`src/rtl/if_id_pipe_pkg.sv`:
```
`default_nettype none
// ============================================================================
// Module  : if_id_pipe_pkg
// Brief   : Shared IF/ID pipeline types: skid-buffer states and bubble encoding.
// Rev     : 1.0  initial release
// ============================================================================
package if_id_pipe_pkg;

   typedef enum logic [1:0] {
      ST_EMPTY = 2'd0,
      ST_FULL  = 2'd1,
      ST_SKID  = 2'd2
   } state_t;

   localparam logic [31:0] c_NOP_INST = 32'h0000_0000;

endpackage : if_id_pipe_pkg
`default_nettype wire

```
`src/rtl/if_id_pipe_if.sv`:
```
`default_nettype none
// ============================================================================
// Module  : if_id_pipe_if
// Brief   : IF-to-ID handshake bundle; slave is the pipe, master drives it.
// Rev     : 1.0  initial release
// ============================================================================
interface if_id_pipe_if #(
   parameter int LANES  = 1,
   parameter int PC_W   = 32,
   parameter int INST_W = 32,
   parameter int CNT_W  = 16
);
   logic                    in_valid_i;
   logic                    in_ready_o;
   logic [PC_W-1:0]         pc_i;
   logic [LANES*INST_W-1:0] inst_i;
   logic [LANES-1:0]        lane_valid_i;
   logic                    out_valid_o;
   logic                    out_ready_i;
   logic [PC_W-1:0]         pc_o;
   logic [LANES*INST_W-1:0] inst_o;
   logic [LANES-1:0]        lane_valid_o;
   logic                    flush_i;
   logic                    cnt_clr_i;
   logic [CNT_W-1:0]        stall_cnt_o;

   modport slave (
      input  in_valid_i, pc_i, inst_i, lane_valid_i, out_ready_i, flush_i, cnt_clr_i,
      output in_ready_o, out_valid_o, pc_o, inst_o, lane_valid_o, stall_cnt_o
   );

   modport master (
      output in_valid_i, pc_i, inst_i, lane_valid_i, out_ready_i, flush_i, cnt_clr_i,
      input  in_ready_o, out_valid_o, pc_o, inst_o, lane_valid_o, stall_cnt_o
   );

endinterface : if_id_pipe_if
`default_nettype wire

```
`src/rtl/if_id_pipe_sat_counter.sv`:
```
`default_nettype none
// ============================================================================
// Module  : sat_counter
// Brief   : Saturating up-counter with clear taking priority over increment.
// Rev     : 1.0  initial release
// ============================================================================
module sat_counter #(
   parameter int CNT_W = 16
) (
   input  wire logic             clk,
   input  wire logic             rst,
   input  wire logic             i_clr,
   input  wire logic             i_inc,
   output logic      [CNT_W-1:0] o_cnt
);

   logic [CNT_W-1:0] r_cnt;

   always_ff @(posedge clk) begin
      if (rst) begin
         r_cnt <= '0;
      end else if (i_clr) begin
         r_cnt <= '0;
      end else if (i_inc && (r_cnt != {CNT_W{1'b1}})) begin
         r_cnt <= r_cnt + CNT_W'(1);
      end
   end

   assign o_cnt = r_cnt;

endmodule : sat_counter
`default_nettype wire

```
`src/rtl/if_id_pipe.sv`:
```
`default_nettype none
// ============================================================================
// Module  : if_id_pipe
// Brief   : IF/ID two-entry skid buffer with flush, bubble insertion, stall count.
// Rev     : 1.0  initial release
// ============================================================================
module if_id_pipe
   import if_id_pipe_pkg::*;
#(
   parameter int                LANES    = 1,
   parameter int                PC_W     = 32,
   parameter int                INST_W   = 32,
   parameter logic [INST_W-1:0] NOP_INST = INST_W'(c_NOP_INST),
   parameter int                CNT_W    = 16
) (
   input wire logic    clk_i,
   input wire logic    rst_i,
   if_id_pipe_if.slave bus
);

   state_t                  r_state;
   state_t                  w_state_nxt;
   logic                    w_load_main_in;
   logic                    w_load_main_skid;
   logic                    w_load_skid;
   logic                    r_in_ready;
   logic                    w_out_valid;
   logic                    w_stall_inc;
   logic [CNT_W-1:0]        w_stall_cnt;

   logic [PC_W-1:0]         r_main_pc;
   logic [LANES*INST_W-1:0] r_main_inst;
   logic [LANES-1:0]        r_main_lv;
   logic [PC_W-1:0]         r_skid_pc;
   logic [LANES*INST_W-1:0] r_skid_inst;
   logic [LANES-1:0]        r_skid_lv;

   logic [LANES*INST_W-1:0] w_in_inst;
   logic [LANES*INST_W-1:0] w_out_inst;

   assign w_out_valid = (r_state != ST_EMPTY);

   // Invalid lanes become bubbles on entry; an empty buffer shows bubbles everywhere.
   for (genvar k = 0; k < LANES; k++) begin : g_lane
      assign w_in_inst[k*INST_W +: INST_W]  = bus.lane_valid_i[k] ? bus.inst_i[k*INST_W +: INST_W]
                                                                  : NOP_INST;
      assign w_out_inst[k*INST_W +: INST_W] = w_out_valid ? r_main_inst[k*INST_W +: INST_W]
                                                          : NOP_INST;
   end

   always_comb begin
      w_state_nxt      = r_state;
      w_load_main_in   = 1'b0;
      w_load_main_skid = 1'b0;
      w_load_skid      = 1'b0;
      if (bus.flush_i) begin
         w_state_nxt = ST_EMPTY;
      end else begin
         case (r_state)
            ST_EMPTY: begin
               if (bus.in_valid_i) begin
                  w_state_nxt    = ST_FULL;
                  w_load_main_in = 1'b1;
               end
            end
            ST_FULL: begin
               if (bus.out_ready_i) begin
                  if (bus.in_valid_i) begin
                     w_load_main_in = 1'b1;
                  end else begin
                     w_state_nxt = ST_EMPTY;
                  end
               end else if (bus.in_valid_i) begin
                  w_state_nxt = ST_SKID;
                  w_load_skid = 1'b1;
               end
            end
            ST_SKID: begin
               if (bus.out_ready_i) begin
                  w_state_nxt      = ST_FULL;
                  w_load_main_skid = 1'b1;
               end
            end
            default: begin
               w_state_nxt = ST_EMPTY;
            end
         endcase
      end
   end

   always_ff @(posedge clk_i) begin
      if (rst_i) begin
         r_state     <= ST_EMPTY;
         r_in_ready  <= 1'b1;
         r_main_pc   <= '0;
         r_main_inst <= {LANES{NOP_INST}};
         r_main_lv   <= '0;
         r_skid_pc   <= '0;
         r_skid_inst <= {LANES{NOP_INST}};
         r_skid_lv   <= '0;
      end else begin
         r_state    <= w_state_nxt;
         r_in_ready <= (w_state_nxt != ST_SKID);
         if (w_load_main_in) begin
            r_main_pc   <= bus.pc_i;
            r_main_inst <= w_in_inst;
            r_main_lv   <= bus.lane_valid_i;
         end else if (w_load_main_skid) begin
            r_main_pc   <= r_skid_pc;
            r_main_inst <= r_skid_inst;
            r_main_lv   <= r_skid_lv;
         end
         if (w_load_skid) begin
            r_skid_pc   <= bus.pc_i;
            r_skid_inst <= w_in_inst;
            r_skid_lv   <= bus.lane_valid_i;
         end
      end
   end

   assign w_stall_inc = w_out_valid && !bus.out_ready_i && !bus.flush_i;

   sat_counter #(
      .CNT_W (CNT_W)
   ) u_stall_cnt (
      .clk   (clk_i),
      .rst   (rst_i),
      .i_clr (bus.cnt_clr_i),
      .i_inc (w_stall_inc),
      .o_cnt (w_stall_cnt)
   );

   assign bus.in_ready_o   = r_in_ready;
   assign bus.out_valid_o  = w_out_valid;
   assign bus.pc_o         = r_main_pc;
   assign bus.inst_o       = w_out_inst;
   assign bus.lane_valid_o = w_out_valid ? r_main_lv : '0;
   assign bus.stall_cnt_o  = w_stall_cnt;

endmodule : if_id_pipe
`default_nettype wire

```
`src/flat_wrapper.sv`:
```
// flat-port wrapper written by rule: the top's interface ports become plain ports
module if_id_pipe_flat import if_id_pipe_pkg::*;
#(
   parameter int                LANES    = 1,
   parameter int                PC_W     = 32,
   parameter int                INST_W   = 32,
   parameter logic [INST_W-1:0] NOP_INST = INST_W'(c_NOP_INST),
   parameter int                CNT_W    = 16
)
  (clk_i, rst_i, bus_in_valid_i, bus_pc_i, bus_inst_i, bus_lane_valid_i, bus_out_ready_i, bus_flush_i, bus_cnt_clr_i, bus_in_ready_o, bus_out_valid_o, bus_pc_o, bus_inst_o, bus_lane_valid_o, bus_stall_cnt_o);
  if_id_pipe_if #(.LANES(LANES), .PC_W(PC_W), .INST_W(INST_W), .CNT_W(CNT_W)) bus_i ();
  input wire logic clk_i;
  input wire logic rst_i;
  input wire logic [$bits(bus_i.in_valid_i)-1:0] bus_in_valid_i;
  input wire logic [$bits(bus_i.pc_i)-1:0] bus_pc_i;
  input wire logic [$bits(bus_i.inst_i)-1:0] bus_inst_i;
  input wire logic [$bits(bus_i.lane_valid_i)-1:0] bus_lane_valid_i;
  input wire logic [$bits(bus_i.out_ready_i)-1:0] bus_out_ready_i;
  input wire logic [$bits(bus_i.flush_i)-1:0] bus_flush_i;
  input wire logic [$bits(bus_i.cnt_clr_i)-1:0] bus_cnt_clr_i;
  output wire logic [$bits(bus_i.in_ready_o)-1:0] bus_in_ready_o;
  output wire logic [$bits(bus_i.out_valid_o)-1:0] bus_out_valid_o;
  output wire logic [$bits(bus_i.pc_o)-1:0] bus_pc_o;
  output wire logic [$bits(bus_i.inst_o)-1:0] bus_inst_o;
  output wire logic [$bits(bus_i.lane_valid_o)-1:0] bus_lane_valid_o;
  output wire logic [$bits(bus_i.stall_cnt_o)-1:0] bus_stall_cnt_o;
  assign bus_i.in_valid_i = bus_in_valid_i;
  assign bus_i.pc_i = bus_pc_i;
  assign bus_i.inst_i = bus_inst_i;
  assign bus_i.lane_valid_i = bus_lane_valid_i;
  assign bus_i.out_ready_i = bus_out_ready_i;
  assign bus_i.flush_i = bus_flush_i;
  assign bus_i.cnt_clr_i = bus_cnt_clr_i;
  assign bus_in_ready_o = bus_i.in_ready_o;
  assign bus_out_valid_o = bus_i.out_valid_o;
  assign bus_pc_o = bus_i.pc_o;
  assign bus_inst_o = bus_i.inst_o;
  assign bus_lane_valid_o = bus_i.lane_valid_o;
  assign bus_stall_cnt_o = bus_i.stall_cnt_o;
  if_id_pipe #(.LANES(LANES), .PC_W(PC_W), .INST_W(INST_W), .NOP_INST(NOP_INST), .CNT_W(CNT_W)) u_core (.clk_i(clk_i), .rst_i(rst_i), .bus(bus_i));
endmodule
```
`config.mk`:
```
export PLATFORM = sky130hd
export DESIGN_NAME = if_id_pipe_flat
export DESIGN_NICKNAME = d
export VERILOG_FILES = /design/src/rtl/if_id_pipe_pkg.sv /design/src/rtl/if_id_pipe_if.sv /design/src/rtl/if_id_pipe_sat_counter.sv /design/src/rtl/if_id_pipe.sv /design/src/flat_wrapper.sv
export SDC_FILE = /design/constraint.sdc
export NUM_CORES = 1
export LEC_CHECK = 0
export BUFFER_PORTS_ARGS = -buffer_cell sky130_fd_sc_hd__buf_2
export CAP_MARGIN = 25
export CORE_ASPECT_RATIO = 1.4
export CORE_UTILIZATION = 45
export CTS_BUF_LIST = sky130_fd_sc_hd__clkbuf_8
export CTS_CLUSTER_SIZE = 30
export DETAILED_ROUTE_END_ITERATION = 8
export GPL_TIMING_DRIVEN = 0
export PLACE_DENSITY = 0.69
export SLEW_MARGIN = 20
export SYNTH_ARGS = -nofsm -noshare
export SYNTH_HDL_FRONTEND = slang
export SYNTH_SLANG_ARGS = --single-unit
export TNS_END_PERCENT = 20
```
`constraint.sdc`:
```
create_clock -name clk_i -period 1.79 [get_ports clk_i]
set_clock_uncertainty 0.1 [all_clocks]
set_input_delay 0.358 -clock clk_i [delete_from_list [all_inputs] [get_ports clk_i]]
set_output_delay 0.358 -clock clk_i [all_outputs]
set_load 0.03 [all_outputs]
```
==> results of run 1 <==
-- final timing paths --
path	from	to	depth (start not counted)
worst max-delay path	u_core.r_state[0]$_SDFF_PP0_	bus_inst_o[25]	5
worst max register to register	u_core.r_state[1]$_SDFF_PP0_	u_core.bus.pc_o[21]$_SDFFE_PP0P_	6
worst min-delay path	bus_pc_i[19]	u_core.r_skid_pc[19]$_SDFFE_PP0P_	3
worst min register to register	u_core.bus.pc_o[22]$_SDFFE_PP0P_	u_core.bus.pc_o[22]$_SDFFE_PP0P_	2
-- routing by layer --
metal / vias to the layer above / part of all wire [%]
met2: 172 / 51
met1: 2773 / 42
met3: 14 / 5.6
met4: 0 / 0.94
met5: - / 0
li1: 2955 / -
-- where the power goes --
part | total [W] | internal [W] | switching, W
combinational | 0.000614 | 0.000219 | 0.000395
clock | 0.00263 | 0.00136 | 0.00127
sequential | 0.00341 | 0.00338 | 0.0000357
-- layout make-up --
type                       instances  share of cell area (%)
multi-input combinational        519                    36.8
buffer                            64                    4.82
timing repair buffer             155                    12.5
inverter                           2                  0.0946
clock buffer                      17                    2.95
tap                              182                    2.87
sequential                       149                    37.8
clock inverter                    15                    2.10
-- worst max-delay path: cells and delay by family, from the launching register on --
| family | cells | cell delay, ns |
|---|---|---|
| buffers and inverters | 3 | 0.42 |
| flip-flops | 1 | 0.37 |
| AND/OR/NAND/NOR | 2 | 0.37 |
-- state kept, by name, indices dropped and copies added (netlist names) --
name / cells
u_core.r_skid_inst: 32
u_core.r_main_inst: 32
u_core.r_skid_pc: 32
u_core.r_skid_lv: 1
u_core.r_state: 2
u_core.u_stall_cnt.o_cnt: 16
u_core.bus.in_ready_o: 1
u_core.bus.pc_o: 32
u_core.r_main_lv: 1
-- per-stage QoR --
step,hold slack [ns],power [W],std cells
after floorplan,0.332,0.00382,734
after global placement,0.339,0.00407,1068
after detailed placement,0.343,0.00407,1068
after CTS,0.0267,0.00672,1103
after global routing,0.0245,0.00693,1103
final,0.0484,0.00666,1103
-- repair_timing --
| action | in CTS | in global routing |
|---|---|---|
| pin swaps | 5 | 3 |
| resized for setup | 113 | 28 |
| buffers inserted | 3 | 0 |
| setup endpoints to repair | 154 | 156 |
-- cell usage in the layout (no fill, tap or decap), types with 6 or more instances in the layout --
master / n
nand2_1: 173
dfxtp_1: 141
a21oi_1: 139
buf_2: 127
nand3_1: 39
buf_6: 38
a32oi_1: 32
a22oi_1: 32
clkbuf_1: 27
and2_4: 20
clkbuf_8: 17
buf_4: 16
and2_1: 13
o31ai_1: 8
or4_1: 8
or3_1: 7
clkbuf_2: 6
-- cell families after synthesis --
| logic type | count (synthesis) | synth area share (%) |
|---|---|---|
| multiplexers | 6 | 1.00 |
| AO/OA/AOI/OAI | 223 | 22.4 |
| flip-flops | 149 | 48.8 |
| buffers and inverters | 66 | 5.13 |
| adder cells (fa/ha/maj) | 1 | 0.204 |
| AND/OR/NAND/NOR | 289 | 22.6 |
==> results.txt, run 1 <==
----------------------------------------------------
[STA]
  Portion of the clock cycle consumed by the worst path in the final layout ... 116%
  Peak Freq ... 0.483 GHz
  Pins Over Slew Limit ... 0
  Slew at the pin closest to its max-slew limit ... 0.642 ns
  Final critical-path required period ... 2.07 ns
  Setup_tns ... -11.07 ns
  Crit path setup slack, layout ... -0.279 ns
  Hold Vio Cnt, Final ... 0
  Total of endpoints with negative setup slack in the final report ... 96
  Slew headroom ... 57.2%
  RSZ-0062 raised after global routing ... yes

[Global routing]
  Number of global-route vias before repair ... 5468
  Overflow left after global routing ... 0
  Maximum number of pins on one net before global-route repair ... 17
  Initial antenna violation count ... 0
  Global Route met2 Usage ... 41.4%
  Global-route wire length before repair ... 26900 um
  Met3 Usage GRT ... 6.79%
  Busiest layer in global routing ... met2
  Met1 routing resource usage after global routing ... 29.7%
  All-Layer GR Usage ... 24.1%

[Power and ir drop]
  Worst VDD drop ... 0.555 mV
  Power per Cell Area ... 839 nW/um^2
  Pleak ... 3.02 nW

[Layout]
  Sequential standard cell area ... 3000 um^2
  Post-layout instance area ... 7940 um^2
  Combined area of the multi-input logic cells ... 2920 um^2
  Filler cells ... 1296
  Antenna diode instance count ... 0
  Layout-stage area growth over the synthesis result ... 29.7%
  Share of final-layout standard cells stronger than drive strength 1 ... 29.0%
  Fraction of the core area covered by cells at the end of the flow ... 59.6%
  Number of nets in the layout ... 980

[Clock network]
  CTS buffer count ... 17
  H-tree Lvls ... 4
  Clock transition at the registers of the reported paths ... 0.09 ns
  Hold-fix buffers at CTS ... 0
  Cell at the root of the clock tree ... clkbuf_8
  Maximum number of buffers from clock root to sink ... 2
  Clock tree from TritonCTS ... done
  Clock network latency to the later pin of the worst-skew pair ... 0.45 ns
  Clk sinks ... 149

[Routing]
  DRC Markers ... 0
  Iteration count of the initial detailed-routing pass ... 5
  Number of DRC violations after detailed-routing iteration 0 ... 220
  Sum of routed wire length over all layers ... 16800 um
  Vias after detailed routing ... 5914
  Post-DRT Antenna Nets ... 0
  DR vias/cell ... 5.36
  Routed WL per cell ... 15.2 um

[Yosys]
  Mapped Cells ... 734
  Net Count, Synth ... 806
  Share of the synthesized area in the top cell type ... 48.8%
  Top flip-flop cell by instance count after synthesis ... dfxtp_1
  Post-synth ARST share ... 0%
  Number of enable flip-flop cells after synthesis ... 0
  Largest area contributor in the netlist ... dfxtp_1
  Sequential area share after synthesis ... 48.8%
  Cell area after technology mapping ... 6120 um^2
  Dominant cells by area after synthesis ... dfxtp_1 49%, a21oi_1 12%, nand2_1 11%
  Most used standard cell by instance count after synthesis ... nand2_1
  Avg Inst Size Synth ... 8.34 um^2
  Number of distinct standard cells referenced by the synthesized netlist ... 42
  Yosys warnings ... 0
  Synthesis-stage register bit count ... 149
  Leading cell types by count after synthesis ... 173 x nand2_1, 149 x dfxtp_1, 141 x a21oi_1

[Worst setup path]
  Data arrival time of the critical path ... 1.61 ns
  Most used cell, CP ... buf_6
  Series of cell instances along the critical path ... or2_1 > buf_6 > buf_8 > and2_1 > buf_6
  Data required time of the critical path ... 1.33 ns
  Critical Path Fanout Max ... 10
  Type of element capturing the critical path ... primary output
  R2R Setup Slk ... -0.08 ns
  Critical path class ... flop to primary output
  Startpoint type of the worst setup path ... flop
  Longest individual stage delay on the worst path ... 0.37 ns
  Worst-path cell with the longest stage delay ... dfxtp_4

[Place]
  Minimum setup slack after placement ... -0.466 ns
  Final RePlAce weighted congestion ... 0.771
  Port Buffer Count ... 152
  Final HPWL from detailed placement ... 11800 um
  Post-DP Area ... 7110 um^2

[Floorplanning]
  Die width ... 101 um
  FP Rows ... 50
  Number of top-level pins ... 154
  DIE HEIGHT ... 140 um
  Initial standard-cell utilization of the core ... 45.9%
  Core area ... 13300 um^2
  Area enclosed by the die boundary ... 14100 um^2

[Worst hold path]
  Worst min path class ... input port to flop

[Outcome]
  Run status ... finished, violations left
  Failing checks ... setup timing

[Job]
  Number of maximum-capacitance constraint violations ... 0

----------------------------------------------------
Note: power is estimated with default switching activity, not from simulation.
==> run 2, diff against run 1 <==
--- a/config.mk
+++ b/config.mk
@@ -13,7 +13,7 @@
 export CTS_CLUSTER_SIZE = 30
 export DETAILED_ROUTE_END_ITERATION = 8
 export GPL_TIMING_DRIVEN = 0
-export PLACE_DENSITY = 0.69
+export PLACE_DENSITY = 0.71
 export SLEW_MARGIN = 20
 export SYNTH_ARGS = -nofsm -noshare
 export SYNTH_HDL_FRONTEND = slang
==> run 2 against run 1 <==
Net effect: the run still ends with setup timing left; sequential power hardly changed; die area unchanged; first-iteration DRC count decreased by 7.3%; sequential share of layout area fell by 0.36 points; sequential cell count stayed put; via count increased by 0.14%; power is essentially flat; non-clock buffer count up 1; final cell count up 0.18%; critical endpoint is now bus_inst_o[4].
==> results.txt, run 2 (synthesis gave the netlist of run 1 again) <==
----------------------------------------------------
[STA]
  Pins Over Slew Limit ... 0
  Crit path setup slack, layout ... -0.253 ns
  Final critical-path required period ... 2.04 ns
  Total of endpoints with negative setup slack in the final report ... 84
  Slew at the pin closest to its max-slew limit ... 0.618 ns
  Peak Freq ... 0.490 GHz
  Setup_tns ... -8.24 ns
  Slew headroom ... 58.8%
  RSZ-0062 raised after global routing ... yes
  Portion of the clock cycle consumed by the worst path in the final layout ... 114%
  Hold Vio Cnt, Final ... 0

[Routing]
  Post-DRT Antenna Nets ... 0
  DR vias/cell ... 5.36
  Number of DRC violations after detailed-routing iteration 0 ... 204
  Routed WL per cell ... 15.1 um
  DRC Markers ... 0
  Sum of routed wire length over all layers ... 16700 um
  Vias after detailed routing ... 5922
  Iteration count of the initial detailed-routing pass ... 4

[Clock network]
  Maximum number of buffers from clock root to sink ... 2
  Clock tree from TritonCTS ... done
  CTS buffer count ... 17
  H-tree Lvls ... 4
  Clk sinks ... 149
  Clock network latency to the later pin of the worst-skew pair ... 0.43 ns
  Clock transition at the registers of the reported paths ... 0.09 ns
  Cell at the root of the clock tree ... clkbuf_8

[Global routing]
  Number of global-route vias before repair ... 5502
  Initial antenna violation count ... 0
  All-Layer GR Usage ... 23.8%
  Global-route wire length before repair ... 26600 um
  Overflow left after global routing ... 0
  Maximum number of pins on one net before global-route repair ... 17

[Worst setup path]
  Data arrival time of the critical path ... 1.58 ns
  Startpoint type of the worst setup path ... flop
  Type of element capturing the critical path ... primary output
  Critical Path Fanout Max ... 10
  Critical path class ... flop to primary output
  Data required time of the critical path ... 1.33 ns

[Job]
  Number of maximum-capacitance constraint violations ... 0

[Floorplanning]
  FP Rows ... 50
  Area enclosed by the die boundary ... 14100 um^2
  DIE HEIGHT ... 140 um
  Die width ... 101 um
  Core area ... 13300 um^2
  Number of top-level pins ... 154
  Initial standard-cell utilization of the core ... 45.9%

[Layout]
  Commonest non-fill, non-tap cells in the layout ... 173 x nand2_1, 143 x dfxtp_1, 140 x a21oi_1
  Combined area of the multi-input logic cells ... 2930 um^2
  Share of final-layout standard cells stronger than drive strength 1 ... 29.6%
  Post-layout instance area ... 8000 um^2
  Filler cells ... 1242
  Most common cell after layout, fill and taps aside ... nand2_1
  Layout-stage area growth over the synthesis result ... 30.8%
  Sequential standard cell area ... 3000 um^2
  Number of nets in the layout ... 981

[Power and ir drop]
  Worst VDD drop ... 0.573 mV
  Pleak ... 3.04 nW
  Power per Cell Area ... 832 nW/um^2

[Outcome]
  Failing checks ... setup timing
  Run status ... finished, violations left

[Place]
  Port Buffer Count ... 152
  Final HPWL from detailed placement ... 11800 um
  Post-DP Area ... 7110 um^2
  Final RePlAce weighted congestion ... 0.769

[Worst hold path]
  Worst min path class ... input port to flop

----------------------------------------------------
-- run 2: timing repair --
action	in CTS	in global routing
buffers inserted	3	1
resized for setup	119	49
pin swaps	2	4
gates cloned	0	0
setup endpoints to repair	153	161
hold buffers	0	0
-- run 2: final cells by class --
type | instances | share of cell area (%)
antenna | 1 | 0.0313
buffer | 64 | 5.38
clock buffer | 18 | 3.10
clock inverter | 14 | 1.88
inverter | 2 | 0.0938
multi-input combinational | 519 | 36.7
sequential | 149 | 37.5
tap | 182 | 2.85
timing repair buffer | 156 | 12.5
-- run 2: metal layers --
layer / part of all wire, % / track usage (%) / up-vias / wire (um)
li1: - / - / 2958 / -
met1: 42 / 28.4 / 2773 / 6920
met2: 51 / 40.9 / 173 / 8500
met3: 5.7 / 5.79 / 18 / 944
met4: 1.8 / 8.85 / 0 / 294
met5: 0 / 0 / - / 0
-- run 2: stage by stage --
stage	hold WS [ns]	setup slack [ns]	cells	util, %	power [W]
final	0.0563	-0.253	1105	60.0	0.00666
after global routing	0.0341	-0.303	1104	60.0	0.00693
after CTS	0.0314	-0.308	1103	59.2	0.00671
after detailed placement	0.342	-0.423	1068	53.4	0.00407
after global placement	0.338	-0.405	1068	53.4	0.00407
after floorplan	0.332	-0.0386	734	-	0.00382
-- run 2: final timing paths --
check | startpoint | to | slack [ns] | cells after the start
worst min-delay path | bus_pc_i[15] | u_core.r_skid_pc[15]$_SDFFE_PP0P_ | 0.06 | 3
worst max register to register | u_core.r_state[0]$_SDFF_PP0_ | u_core.bus.pc_o[25]$_SDFFE_PP0P_ | -0.05 | 6
worst max-delay path | u_core.r_state[1]$_SDFF_PP0_ | bus_inst_o[4] | -0.25 | 5
worst min register to register | u_core.r_main_inst[0]$_SDFFE_PP0P_ | u_core.r_main_inst[0]$_SDFFE_PP0P_ | 0.35 | 2
-- run 2: power by group --
part / switching [W] / internal [W]
clock network: 0.00133 / 0.00129
logic: 0.000399 / 0.000227
registers: 0.0000334 / 0.00338
-- run 2: critical path: stages, from the launching register on --
cell and delay [ns]:
dfxtp_2 0.33, or2_1 0.23, buf_6 0.15, buf_8 0.14, and2_1 0.16, buf_6 0.14
